--- src/rtl/vga_scan.sv ---
// vga_scan: 640x480@60 raster timing master with px-aligned hs/vs/rgb.
// Ports: clk, RESET_N (async low), px in; row_addr/col_addr/fresh to renderers;
// hs, vs, r, g, b to the connector. Optional VGA_TESTPAT_EN adds testpat input.
module vga_scan #(
  parameter int          H_ACTIVE = 640,
  parameter int          H_FP     = 16,
  parameter int          H_SYNC   = 96,
  parameter int          H_BP     = 48,
  parameter int          V_ACTIVE = 480,
  parameter int          V_FP     = 10,
  parameter int          V_SYNC   = 2,
  parameter int          V_BP     = 33,
  parameter int          PX_LAT   = 1,
  parameter logic [11:0] FG_COLOR = 12'h555,
  parameter logic [11:0] BG_COLOR = 12'hFFF
) (
  input  logic       clk,
  input  logic       RESET_N,
`ifdef VGA_TESTPAT_EN
  input  logic       testpat,
`endif
  input  logic       px,
  output logic [8:0] row_addr,
  output logic [9:0] col_addr,
  output logic       fresh,
  output logic       hs,
  output logic       vs,
  output logic [3:0] r,
  output logic [3:0] g,
  output logic [3:0] b
);

  localparam logic [9:0] H_MAX  = 10'(H_ACTIVE + H_FP + H_SYNC + H_BP - 1);
  localparam logic [9:0] H_ACT  = 10'(H_ACTIVE);
  localparam logic [9:0] HS_BEG = 10'(H_ACTIVE + H_FP);
  localparam logic [9:0] HS_END = 10'(H_ACTIVE + H_FP + H_SYNC - 1);
  localparam logic [9:0] V_MAX  = 10'(V_ACTIVE + V_FP + V_SYNC + V_BP - 1);
  localparam logic [9:0] V_ACT  = 10'(V_ACTIVE);
  localparam logic [9:0] VS_BEG = 10'(V_ACTIVE + V_FP);
  localparam logic [9:0] VS_END = 10'(V_ACTIVE + V_FP + V_SYNC - 1);
  localparam logic [8:0] ROW_LAST = 9'(V_ACTIVE - 1);

  typedef struct packed {
    logic       hs;
    logic       vs;
    logic       act;
`ifdef VGA_TESTPAT_EN
    logic [2:0] bar;
`endif
  } pipe_t;

`ifdef VGA_TESTPAT_EN
  localparam pipe_t PIPE_RST = '{hs: 1'b1, vs: 1'b1, act: 1'b0, bar: 3'd0};
`else
  localparam pipe_t PIPE_RST = '{hs: 1'b1, vs: 1'b1, act: 1'b0};
`endif

  logic [9:0] h_cnt_q, h_cnt_d;
  logic [9:0] v_cnt_q, v_cnt_d;
  logic [8:0] row_q, row_d;
  logic       fresh_q, fresh_d;
  logic       hs_q, vs_q;
  logic [11:0] rgb_q, rgb_d;

  pipe_t              raw;
  pipe_t              tail;
  pipe_t [PX_LAT-1:0] pipe_q;

  always_comb begin
    h_cnt_d = h_cnt_q + 10'd1;
    v_cnt_d = v_cnt_q;
    if (h_cnt_q == H_MAX) begin
      h_cnt_d = '0;
      v_cnt_d = (v_cnt_q == V_MAX) ? '0 : v_cnt_q + 10'd1;
    end
    fresh_d = (v_cnt_d < V_ACT);
    // row holds on the last visible line through vblank
    row_d   = fresh_d ? v_cnt_d[8:0] : ROW_LAST;
  end

  always_comb begin
    raw     = PIPE_RST;
    raw.hs  = !((h_cnt_q >= HS_BEG) && (h_cnt_q <= HS_END));
    raw.vs  = !((v_cnt_q >= VS_BEG) && (v_cnt_q <= VS_END));
    raw.act = (h_cnt_q < H_ACT) && (v_cnt_q < V_ACT);
`ifdef VGA_TESTPAT_EN
    raw.bar = h_cnt_q[9:7];
`endif
  end

  assign tail = pipe_q[PX_LAT-1];

  // blanking forces black so a floating px never reaches the pins
  always_comb begin
    rgb_d = '0;
    if (tail.act) begin
      rgb_d = px ? FG_COLOR : BG_COLOR;
`ifdef VGA_TESTPAT_EN
      if (testpat)
        rgb_d = {{4{tail.bar[2]}}, {4{tail.bar[1]}}, {4{tail.bar[0]}}};
`endif
    end
  end

  always_ff @(posedge clk or negedge RESET_N) begin
    if (!RESET_N) begin
      h_cnt_q <= '0;
      v_cnt_q <= '0;
      row_q   <= '0;
      fresh_q <= 1'b1;
      pipe_q  <= {PX_LAT{PIPE_RST}};
      hs_q    <= 1'b1;
      vs_q    <= 1'b1;
      rgb_q   <= '0;
    end else begin
      h_cnt_q   <= h_cnt_d;
      v_cnt_q   <= v_cnt_d;
      row_q     <= row_d;
      fresh_q   <= fresh_d;
      pipe_q[0] <= raw;
      for (int i = 1; i < PX_LAT; i++)
        pipe_q[i] <= pipe_q[i-1];
      hs_q  <= tail.hs;
      vs_q  <= tail.vs;
      rgb_q <= rgb_d;
    end
  end

  assign col_addr = h_cnt_q;
  assign row_addr = row_q;
  assign fresh    = fresh_q;
  assign hs       = hs_q;
  assign vs       = vs_q;
  assign r        = rgb_q[11:8];
  assign g        = rgb_q[7:4];
  assign b        = rgb_q[3:0];

endmodule

--- config.mk ---
export PLATFORM = sky130hd
export DESIGN_NAME = vga_scan
export DESIGN_NICKNAME = d
export VERILOG_FILES = /design/src/rtl/vga_scan.sv
export SDC_FILE = /design/constraint.sdc
export NUM_CORES = 1
export LEC_CHECK = 0
export ABC_AREA = 1
export ABC_CLOCK_PERIOD_IN_PS = 3400
export CAP_MARGIN = 20
export CORE_UTILIZATION = 55
export DETAILED_ROUTE_END_ITERATION = 8
export PLACE_DENSITY = 0.84
export SYNTH_ARGS = -nofsm -noshare
export SYNTH_HDL_FRONTEND = slang
export SYNTH_SLANG_ARGS = --single-unit
--- constraint.sdc ---
create_clock -name clk -period 3.4 [get_ports clk]
set_clock_uncertainty 0.05 [all_clocks]
set_input_delay 0.34 -clock clk [delete_from_list [all_inputs] [get_ports clk]]
set_output_delay 0.34 -clock clk [all_outputs]
set_load 0.01 [all_outputs]
==> results list, run 1 <==
- The flow ran to the end, and the final reports show no timing, DRC or antenna violations.
- Timing would allow up to 0.5279 GHz.
* Post-DP Area: 2231 sq um
- Fraction of synthesized cell area taken by the top area cell type: 42.52%
- STA puts the critical path data required time at 3580 ps.
* Wire length per cell after detailed routing: 12.40 um
- Leaving out fill and tap cells, the most frequent cell in the layout is sky130_fd_sc_hd__clkdlybuf4s50_1.
* Slowest CP cell: sky130_fd_sc_hd__dfrtp_1
- Max-slew violations: 0
- Cell count after synthesis: 201
- On the worst path, the slowest cell contributes a delay of 420 ps.
- DPL Wire Length: 2.665 mm
- By area the synthesized netlist is led by sky130_fd_sc_hd__dfrtp_1 43%, sky130_fd_sc_hd__dfstp_2 7.0%, sky130_fd_sc_hd__nand2_1 6.6%, sky130_fd_sc_hd__inv_1 6.2%, sky130_fd_sc_hd__buf_4 4.0%.
- Number of library cell types mapped by synthesis: 28
- sky130_fd_sc_hd__dfrtp_1 takes more of the synthesized area than any other cell.
- Worst setup slack for register-to-register paths: 1510 ps
- For this run, the total global-route usage over all layers was measured as 22.51%.
- During synthesis, Yosys emitted a total of 0 warnings.
- RSZ-0062 raised after global routing: no
* Worst Hold Path Cells: 0
- TritonCTS built the clock tree.
- Traced cell by cell, the critical path runs through ha_1 -> nand3_4 -> clkinv_1 -> nand3_4 -> nand2_1 -> o21ai_4 -> nand4_4 -> nand2_2 -> nor2_2.
* Footprint of the flip-flops and latches: 932.1 sq um
* Most used cells in the layout excluding fill and tap cells: 36 x sky130_fd_sc_hd__clkdlybuf4s50_1, 33 x sky130_fd_sc_hd__nand2_1, 32 x sky130_fd_sc_hd__dfrtp_1
- CP arrival: 2070 ps
- The layout has 247 filler cells.
* Final cycle utilization of the critical path: 55.71%
- Die X: 60.51 um
- After synthesis, the share of flip-flops with an asynchronous set or reset is 100.0%.
- Clock buffer depth: 2
- In this run the worst path has a maximum fanout of 10.
- Synthesis-to-finish area growth: 21.59%
- Layout cell share with drive strength beyond 1: 14.83%
- Post-CTS Setup Bufs: 0
- After clock tree synthesis, the repair step resized 0 gates.
* DRC errors left: 0
- Core area: 3153 sq um
* Library cell used as clock root buffer: sky130_fd_sc_hd__clkbuf_4
- # nets final: 243
- Die Height: 60.51 um
* Sw Share: 20.68%
* Die footprint: 3661 sq um
* First-pass GRT wire length: 6.009 mm
- The most used flip-flop cell after synthesis is sky130_fd_sc_hd__dfrtp_1.
- Post-synth design cell area: 1883 sq um
- Each instance of the synthesized netlist takes up on average 9.368 sq um.
* Via count: 1421
- Dividing total power by cell area gives a power density of 303.8 nW/um^2.
- The number of hold violations in the final report is 0.
* Worst-path clk slew: 110 ps
* Capture endpoint of the worst hold path: vs
- Summing all multi-input logic gate instances after layout gives 740.7 sq um.
- The worst register-to-register path ends at row_addr[5].
- For this design the static power due to leakage is 1.082 nW.
* Seq pwr share: 63.5%
- Worst hold slack after final layout: 309.4 ps
- Once the floorplan was initialized, standard cells occupied 59.72% of the core.
- Initial antenna violation count: 0
* Cell repeated most along the worst path: sky130_fd_sc_hd__nand3_4
- Gpl congestion: 0.9042
- For the pin with the worst max-slew slack, the measured transition is 529.9 ps.
- For the worst-skew pair, the clock arrives at the later sink with an insertion delay of 330 ps.
* Worst-case vdd ir drop: 211.5 uV
- Counting flops and latches in the post-synthesis netlist gives 37.
- The critical path is of the reg2reg type.
- Antenna violation net count after detailed routing: 0
- The number of clock buffers added by TritonCTS is 5.
- Total negative slack for setup checks: 0 ps
- Count of endpoints failing setup in the final report: 0
* Number of enable flip-flop cells after synthesis: 0
- Sequential cells were found to cover 49.50% of the synthesized design area.
* Crit start category: flop
- Largest net degree at the start of global routing: 38
- For this design, the CTS-stage hold fixing added 0 buffers.
- Port-buffer cells: 36
- The via count of the first global-routing pass was 1336.
* Number of H-tree levels: 2
- The tool flagged a number of max-cap violations equal to 0.
- The internal portion of the total power is 0.5517 mW.
* Comb power frac: 2.9%
* Detailed router's first-iteration violation count: 44
* Antenna Diode Count: 0
- Reported net switching power: 0.1439 mW
* Clock Power Share: 33.6%
- The floorplan has 20 rows.
- Max-Slew Margin vs Limit: 64.40%
* Crit. End Element: flop
- DRT Wirelength: 3.471 mm
- Class of the most critical hold timing path: reg2reg
- Final instance area: 2290 sq um
- Total congestion overflow after global routing: 0
- The worst hold path begins at pipe_q[1].
* I/O pin total: 37
* Number of cells traversed by the worst register-to-register path: 9
- The worst path needs 1894 ps of the cycle, external delays included.
- Vias per cell: 5.075
- Before antenna repair, the detailed router went through 4 iterations.
- Clock Sink Count: 37
- The startpoint identified for the worst register-to-register timing path is col_addr[0].
- Number of nets in the synthesized netlist: 209
power groups by stage:
stage	logic [mW]	clock network [mW]	registers [mW]
after floorplan	0.00618	0	0.450
after global placement	0.0208	0	0.450
after detailed placement	0.0211	0	0.450
after CTS	0.0211	0.242	0.442
final	0.0202	0.234	0.441
after global routing	0.0233	0.255	0.442
metal layers:
layer  up-vias  part of all wire [%]  wire length (um)  GRT usage, %
met5         -                     0                 0             0
met4         0                   1.2                42         9.740
met3         5                   6.6               229         5.117
met2        47                    50              1733         36.89
met1       673                    42              1465         28.79
li1        696                     -                 -             -
metrics by stage:
step,std cells,worst slack [ps],power [mW],util [%]
3_5_place_dp,272,1496,0.4710,70.75
5_1_grt,280,1343,0.7203,72.62
3_3_place_gp,272,1569,0.4706,70.75
2_1_floorplan,201,1622,0.4564,-
4_1_cts,280,1487,0.7042,72.62
6_report,280,1506,0.6955,72.62
critical path, delay by kind of cell, from the launching register on:
kind | cells | cell delay [ps]
DFF | 1 | 420
buffers and inverters | 1 | 180
and+or+nand+nor | 6 | 790
adders and majority gates | 1 | 260
AOI/OAI and AO/OA | 1 | 100
worst max-delay path by stage:
stage,startpoint,to,slack (ps),cells after the start
after global routing,col_addr[0],row_addr[5],1340,9
final,col_addr[0],row_addr[5],1510,9
after global placement,col_addr[0],row_addr[5],1570,9
after floorplan,col_addr[0],row_addr[5],1620,9
after detailed placement,col_addr[0],row_addr[5],1500,9
after CTS,col_addr[0],row_addr[5],1490,9
flip-flops by register name (all words and copies together), names as in the netlist:
| register | cells |
|---|---|
| fresh | 1 |
| row_addr | 9 |
| hs | 1 |
| col_addr | 10 |
| rgb_q | 2 |
| vs | 1 |
| pipe_q | 3 |
| v_cnt_q | 10 |
kinds of logic (layout without fill, tap and decap cells):
logic type / Yosys count / count (layout) / share of synthesized area [%]
AO/OA/AOI/OAI: 17 / 17 / 7.242
XOR/XNOR: 3 / 3 / 1.396
adder cells (fa/ha/maj): 5 / 5 / 3.322
buffers and inverters: 46 / 81 / 11.16
flip-flops: 37 / 37 / 49.50
AND/OR/NAND/NOR: 93 / 93 / 27.37
area by class of cell:
class	count	share of cell area [%]
Multi-Input combinational cell	118	32.35
Clock buffer	8	2.568
Inverter	36	5.902
Sequential cell	37	40.71
Tap cell	44	2.404
Timing Repair Buffer	37	16.07
Yosys cell counts, types with 2 or more instances:
| cell | number |
|---|---|
| sky130_fd_sc_hd__a21oi_1 | 4 |
| sky130_fd_sc_hd__buf_4 | 10 |
| sky130_fd_sc_hd__dfrtp_1 | 32 |
| sky130_fd_sc_hd__dfstp_2 | 5 |
| sky130_fd_sc_hd__ha_1 | 5 |
| sky130_fd_sc_hd__inv_1 | 31 |
| sky130_fd_sc_hd__inv_2 | 4 |
| sky130_fd_sc_hd__nand2_1 | 33 |
| sky130_fd_sc_hd__nand2_2 | 4 |
| sky130_fd_sc_hd__nand3_1 | 15 |
| sky130_fd_sc_hd__nand3_2 | 3 |
| sky130_fd_sc_hd__nand3_4 | 3 |
| sky130_fd_sc_hd__nand3b_1 | 3 |
| sky130_fd_sc_hd__nand4_1 | 2 |
| sky130_fd_sc_hd__nor2_1 | 14 |
| sky130_fd_sc_hd__nor2_2 | 2 |
| sky130_fd_sc_hd__nor2_4 | 3 |
| sky130_fd_sc_hd__nor3_1 | 7 |
| sky130_fd_sc_hd__nor4_1 | 2 |
| sky130_fd_sc_hd__o211ai_1 | 3 |
| sky130_fd_sc_hd__o21ai_0 | 3 |
| sky130_fd_sc_hd__o21ai_4 | 3 |
| sky130_fd_sc_hd__o21bai_1 | 3 |
| sky130_fd_sc_hd__xor2_1 | 3 |
No activity file was read; power rests on OpenSTA's default activity.
==> run 2: changes to the inputs <==
--- a/config.mk
+++ b/config.mk
@@ -6,11 +6,11 @@
 export NUM_CORES = 1
 export LEC_CHECK = 0
 export ABC_AREA = 1
-export ABC_CLOCK_PERIOD_IN_PS = 3400
+export ABC_CLOCK_PERIOD_IN_PS = 1800
 export CAP_MARGIN = 20
-export CORE_UTILIZATION = 55
+export CORE_UTILIZATION = 51
 export DETAILED_ROUTE_END_ITERATION = 8
-export PLACE_DENSITY = 0.84
+export PLACE_DENSITY = 0.79
 export SYNTH_ARGS = -nofsm -noshare
 export SYNTH_HDL_FRONTEND = slang
 export SYNTH_SLANG_ARGS = --single-unit
==> constraint.sdc (replaced) <==
create_clock -name clk -period 1.8 [get_ports clk]
set_clock_uncertainty 0.05 [all_clocks]
set_input_delay 0.18 -clock clk [delete_from_list [all_inputs] [get_ports clk]]
set_output_delay 0.18 -clock clk [all_outputs]
set_load 0.01 [all_outputs]
==> results list, run 2 (synthesis results as in run 1) <==
- Worst slew pin tran: 444.8 ps (-85.09 ps)
- The worst-case reg-to-reg path depth came to 9 (unchanged).
- Vias per cell: 5.027 (-0.95%)
- Setup repair after global routing could not meet its margin everywhere.
- TritonCTS built the clock tree.
- Number of placed instances with taps included: 284 (+4.4%)
- The cell that appears most often on the critical path is sky130_fd_sc_hd__nand3_2.
- The number of buffers created by CTS is 5 (unchanged).
- The remaining antenna violation count was 0 (unchanged).
- The maximum number of pins on one net before global-route repair came to 38 (unchanged).
* Number of buffers added to fix hold violations after cts: 0 (unchanged)
- The overflow left after global routing came to 0 (unchanged).
* DRT Wirelength: 3.835 mm (+10%)
- The power density normalized to cell area was 599.2 nW/um^2 (+97%).
- Overall Global Routing Usage: 21.48% (-1.0 points)
- The clock-pin slew reported for the worst setup and hold paths after clock tree synthesis is 70 ps (-40 ps).
- Core area: 3442 sq um (+9.2%)
- The biggest fanout along the worst timing path was 5 (-5).
* Die X: 62.77 um (+3.7%)
- Final cycle utilization of the critical path: 96.98% (+41 points)
- The routability congestion estimate was 0.8759 (-3.1%).
* Critical R2R Launch: col_addr[5]
- Die footprint: 3939 sq um (+7.6%)
- The setup path with the least slack is of type reg2reg.
* CP arrival: 1860 ps (-210 ps)
- Die Height: 62.77 um (+3.7%)
- Total negative slack for setup checks: 0 ps (unchanged)
- The first-pass GRT wire length was 6.465 mm (+7.6%).
- Count of standard-cell rows: 21 (+5.0%)
- Clock Sink Count: 37 (unchanged)
* Max-slew violations: 0 (unchanged)
- The leakage component of the power was 1.161 nW (+7.3%).
* Final hold violations: 0 (unchanged)
- Synthesis-to-finish area growth: 32.09%
- Walking the worst path, the cells encountered are inv_1 -> nand2_1 -> nor2_4 -> nand3_2 -> nor2_2 -> nand3_2 -> nand3_4 -> inv_2 -> or2_1.
- Via count: 1493 (+5.1%)
* Count of endpoints failing setup in the final report: 0 (unchanged)
* Crit. End Element: flop
- Layout cell share with drive strength beyond 1: 24.70% (+9.9 points)
- Initial antenna violation count: 0 (unchanged)
- Worst-case vdd ir drop: 432.9 uV (+100%)
- The routed wire length per instance came to 12.91 um (+4.2%).
- The run finished with clean final reports.
- The number of H-tree branching levels came to 2 (unchanged).
* Final core utilization: 72.26% (-0.35 points)
- Worst setup slack for register-to-register paths: 50 ps (-1450 ps)
* Reg2reg end: row_addr[8]
* Delay of the slowest critical-path stage: 410 ps (about the same)
- The via count of the first global-routing pass came to 1390 (+4.0%).
- The number of buffers added on ports was 36 (unchanged).
* Max-Slew Margin vs Limit: 70.34% (+5.9 points)
* Library cell used as clock root buffer: sky130_fd_sc_hd__clkbuf_8
- DPL Wire Length: 2.793 mm (+4.8%)
* DRC errors left: 0 (unchanged)
- The maximum root-to-sink buffer count came to 2 (unchanged).
- Slowest CP cell: sky130_fd_sc_hd__dfrtp_1
- The initial standard-cell utilization of the core was 54.71% (-5.0 points).
- The clock period minus final worst setup slack came to 1746 ps (-148.6 ps).
- Clock latency reported for the late side of the worst-skew pair: 280 ps (-50 ps)
- Class of the most critical hold timing path: in2async
- The net count of the finished layout is 258 (+6.2%).
* Crit start category: flop
* 1st-pass router iterations: 6 (+2)
- The top cell types in the final layout, fill and taps aside, are 36 x sky130_fd_sc_hd__clkdlybuf4s50_1, 32 x sky130_fd_sc_hd__nand2_1, 31 x sky130_fd_sc_hd__inv_1.
- Final std cells w/o fill: 297 (+6.1%)
- Detailed router's first-iteration violation count: 59 (+34%)
- Max-cap violation count: 0 (unchanged)
- The number of top-level design ports came to 37 (unchanged).
* Max Clock Freq: 0.5729 GHz (+8.5%)
- Antenna Diode Count: 0 (unchanged)
* Critical path data required time: 1920 ps (-1660 ps)
* Commonest non-fill, non-tap cell in the layout: sky130_fd_sc_hd__clkdlybuf4s50_1
==> run 2: changes by cell type in the layout (fill, tap and decap cells not counted), moves of 2 or more <==
cell / delta
sky130_fd_sc_hd__buf_4: +14
sky130_fd_sc_hd__clkbuf_8: +6
sky130_fd_sc_hd__clkbuf_4: -5
sky130_fd_sc_hd__dfrtp_1: -3
sky130_fd_sc_hd__dfrtp_2: +3
sky130_fd_sc_hd__clkbuf_1: -2
sky130_fd_sc_hd__ha_1: -2
==> run 2: cell type report <==
type / count / area, sq um
Clock buffer: 7 / 96.34
Multi-Input combinational cell: 119 / 780.7
Fill cell: 257 / 954.7
Sequential cell: 37 / 935.9
Tap cell: 46 / 57.56
Clock inverter: 1 / 5.005
Timing Repair Buffer: 51 / 473.0
Inverter: 36 / 138.9
==> run 2: layer usage <==
metal  track usage [%]  share of wire, %  vias to the layer above
li1                  -                 -                      727
met3             4.562               5.0                        6
met2             33.70                49                       50
met1             28.50                45                      710
met4             9.884               1.1                        0
met5                 0                 0                        -
==> run 2: worst max path at each step <==
| stage | from | end | slack [ps] | cells past startpoint |
|---|---|---|---|---|
| 2_1_floorplan | col_addr[0] | row_addr[5] | 20 | 9 |
| 3_3_place_gp | v_cnt_q[1] | row_addr[8] | 20 | 8 |
| 3_5_place_dp | v_cnt_q[1] | row_addr[8] | 4 | 8 |
| 4_1_cts | col_addr[0] | row_addr[8] | 9 | 10 |
| 5_1_grt | col_addr[1] | row_addr[5] | -40 | 9 |
| 6_report | col_addr[5] | row_addr[8] | 50 | 9 |
==> run 2: timing repair <==
action,CTS,global route
setup buffers,1,3
pin swaps,1,8
endpoints found under the setup margin,2,11
gates resized for setup,1,10
cloned,0,1
==> run 2: where the power goes <==
part           internal, mW  switching (mW)  leakage, nW
clock                 0.346           0.273       0.0542
sequential            0.833         0.00149        0.468
combinational        0.0167          0.0211        0.639
==> run 2: critical path, delay by kind of cell (launching register included) <==
family        cells  cell delay (ps)
flops             1              410
buf+inv           2              150
simple gates      7             1040
==> run 2: metrics by stage <==
| stage | instance area (sq um) | hold slack [ps] | setup slack (ps) | power, mW |
|---|---|---|---|---|
| floorplan | 1883 | -165.6 | 22.22 | 0.8622 |
| global placement | 2308 | 296.2 | 24.41 | 0.8890 |
| detailed placement | 2308 | 299.8 | 4.089 | 0.8895 |
| CTS | 2422 | 278.8 | 9.149 | 1.506 |
| global route | 2487 | 314.8 | -44.16 | 1.552 |
| finish | 2487 | 258.7 | 54.39 | 1.491 |
==> run 3: changes to the inputs <==
--- a/config.mk
+++ b/config.mk
@@ -8,9 +8,11 @@
 export ABC_AREA = 1
 export ABC_CLOCK_PERIOD_IN_PS = 1800
 export CAP_MARGIN = 20
-export CORE_UTILIZATION = 51
+export CORE_UTILIZATION = 60
 export DETAILED_ROUTE_END_ITERATION = 8
-export PLACE_DENSITY = 0.79
+export DONT_BUFFER_PORTS = 1
+export MAX_ROUTING_LAYER = met4
+export PLACE_DENSITY = 0.76
 export SYNTH_ARGS = -nofsm -noshare
 export SYNTH_HDL_FRONTEND = slang
 export SYNTH_SLANG_ARGS = --single-unit
==> results list, run 3 (synthesis results as in run 1) <==
- The total count of max-transition violations in the final report was 0 (unchanged).
- The latest clock arrival within the worst-skew pair came to 340 ps (+60 ps).
- The clock period minus final worst setup slack came to 1716 ps (-29.87 ps).
* Class of the most critical hold timing path: in2async
- The count of final setup violators is 0 (unchanged).
* TritonCTS clock tree: yes
- Total congestion overflow after global routing: 0 (unchanged)
- Total power of the final layout: 1.450 mW (-2.7%)
* RSZ-0062 raised after global routing: yes
- The wire length reported by the detailed router was 3.823 mm (-0.31%).
- The total track usage was 26.43% (+5.0 points).
- The area of the placeable core came to 2853 sq um (-17%).
- Post-DP Area: 1982 sq um (-14%)
- The number of top-level design ports came to 37 (unchanged).
* Critical path data required time: 1980 ps (+60 ps)
* Initial standard-cell utilization of the core: 66.01% (+11 points)
* Wire length per cell after detailed routing: 14.76 um (+14%)
* Clock buffer depth: 2 (unchanged)
* Antenna violation net count after detailed routing: 0 (unchanged)
- Class of the most critical setup path: reg2reg
- Crit. End Element: flop
- The biggest fanout along the worst timing path is 7 (+2).
- The floorplan die area came to 3366 sq um (-15%).
* CP arrival: 1890 ps (+30 ps)
- The part of the cycle the worst path needs came to 95.32% (-1.7 points).
- Detailed router's first-iteration violation count: 46 (-22%)
* Final hold violations: 0 (unchanged)
- Largest net degree at the start of global routing: 38 (unchanged)
- The via count normalized by instance count is 5.444 (+8.3%).
- The first-pass GRT wire length is 6.237 mm (-3.5%).
- The worst max-slew margin expressed relative to the limit is 64.06% (-6.3 points).
- The share of layout cells above drive strength 1 came to 33.77% (+9.1 points).
- Gpl congestion: 0.8968 (+2.4%)
* Violated checks: DRC
- Commonest non-fill, non-tap cell in the layout: sky130_fd_sc_hd__inv_1
- The maximum clock frequency was 0.5828 GHz (+1.7%).
* Die X: 58.02 um (-7.6%)
* Count of standard-cell rows: 19 (-9.5%)
* Number of H-tree levels: 2 (unchanged)
* DRC errors left: 5 (+5)
* Antenna Diode Count: 0 (unchanged)
- The peak supply drop was 481.5 uV (+11%).
- Most used cells in the layout excluding fill and tap cells: 31 x sky130_fd_sc_hd__inv_1, 30 x sky130_fd_sc_hd__nand2_1, 28 x sky130_fd_sc_hd__dfrtp_1
* Max-cap violation count: 0 (unchanged)
- The first-pass iteration count of the detailed router is 8 (+2).
- The clock-pin slew reported for the worst setup and hold paths after clock tree synthesis is 110 ps (+40 ps).
- The actual transition at the worst max-transition pin was 539.5 ps (+94.62 ps).
- The number of antenna violations at the first check in global routing is 0 (unchanged).
- # nets final: 235 (-8.9%)
* Power density over the cells: 644.1 nW/um^2 (+7.5%)
* Via count: 1410 (-5.6%)
- Library cell used as clock root buffer: sky130_fd_sc_hd__clkbuf_4
* Die Height: 58.02 um (-7.6%)
* Number of buffers inserted during clock tree synthesis: 5 (unchanged)
- DPL Wire Length: 2.656 mm (-4.9%)
* Clock Sink Count: 37 (unchanged)
- The worst setup path is launched from a flop.
* Status: finished, violations left
- Final instance area: 2251 sq um (-9.5%)
* Port-buffer cells: 0 (-100%)
- The end-of-flow core utilization came to 78.90% (+6.6 points).
- The via count of the first global-routing pass was 1394 (+0.29%).
* Static power due to leakage: 1.092 nW (-6.0%)
* Synthesis-to-finish area growth: 19.53%
-- run 3: changes by cell type in the layout (fill, tap and decap cells not counted), sizes merged --
cell / previous run / this run
bufinv: 0 / 1
clkinvlp: 1 / 0
clkdlybuf4s50: 36 / 0
buf: 15 / 26
dlygate4sd3: 0 / 2
-- run 3: metrics by stage --
stage	setup slack (ps)	setup TNS, ps	cells	hold WS, ps
finish	84.26	0	259	225.2
global route	-25.58	-53.99	259	215.1
CTS	12.51	0	255	214.0
detailed placement	-83.08	-138.4	240	-164.8
global placement	41.40	0	240	-164.8
floorplan	22.22	0	201	-165.6
-- run 3: repair_timing --
item,4_1_cts,5_1_grt
cloned,1,0
pin swaps,2,11
setup endpoints to repair,10,12
endpoints found under the hold margin,38,0
gates resized for setup,3,19
buffers inserted,3,4
hold buffers,3,0
-- run 3: routing by layer --
metal / GRT usage (%) / up-vias / routed length [um]
met5: - / - / 0
met2: 39.57 / 49 / 1875
li1: - / 684 / -
met4: 13.27 / 0 / 83
met3: 7.143 / 9 / 221
met1: 33.14 / 668 / 1642
-- run 3: final timing paths --
check | start | end | slack (ps) | cells after the start
max in group asynchronous | RESET_N | vs | 1210 | 2
min | RESET_N | col_addr[9] | 230 | 2
min reg2reg | pipe_q[2] | hs | 310 | 0
max | col_addr[0] | row_addr[8] | 80 | 8
max reg2reg | col_addr[0] | row_addr[8] | 80 | 8
min in group clk | pipe_q[2] | hs | 310 | 0
-- run 3: area by class of cell --
type	instances	area [sq um]
Fill cell	174	601.8
Sequential cell	37	937.1
Tap cell	31	38.79
Clock buffer	7	55.05
Timing Repair Buffer	28	227.7
Multi-Input combinational cell	119	823.3
Clock inverter	1	30.03
Inverter	36	138.9
-- run 3: where the power goes --
| group | leakage, nW | total [mW] | internal (mW) | switching [mW] |
|---|---|---|---|---|
| combinational | 0.579 | 0.0241 | 0.00767 | 0.0164 |
| sequential | 0.467 | 0.838 | 0.832 | 0.00563 |
| clock | 0.0455 | 0.588 | 0.332 | 0.256 |
| total | 1.09 | 1.45 | 1.17 | 0.278 |
-- run 3: critical path: stages (launching register included) --
cell and delay, ps:
sky130_fd_sc_hd__dfrtp_2 440, sky130_fd_sc_hd__ha_4 160, sky130_fd_sc_hd__nand3_4 60, sky130_fd_sc_hd__buf_4 160, sky130_fd_sc_hd__nor2_4 190, sky130_fd_sc_hd__nand2_2 130
sky130_fd_sc_hd__nand3_4 160, sky130_fd_sc_hd__inv_2 50, sky130_fd_sc_hd__or2_1 200
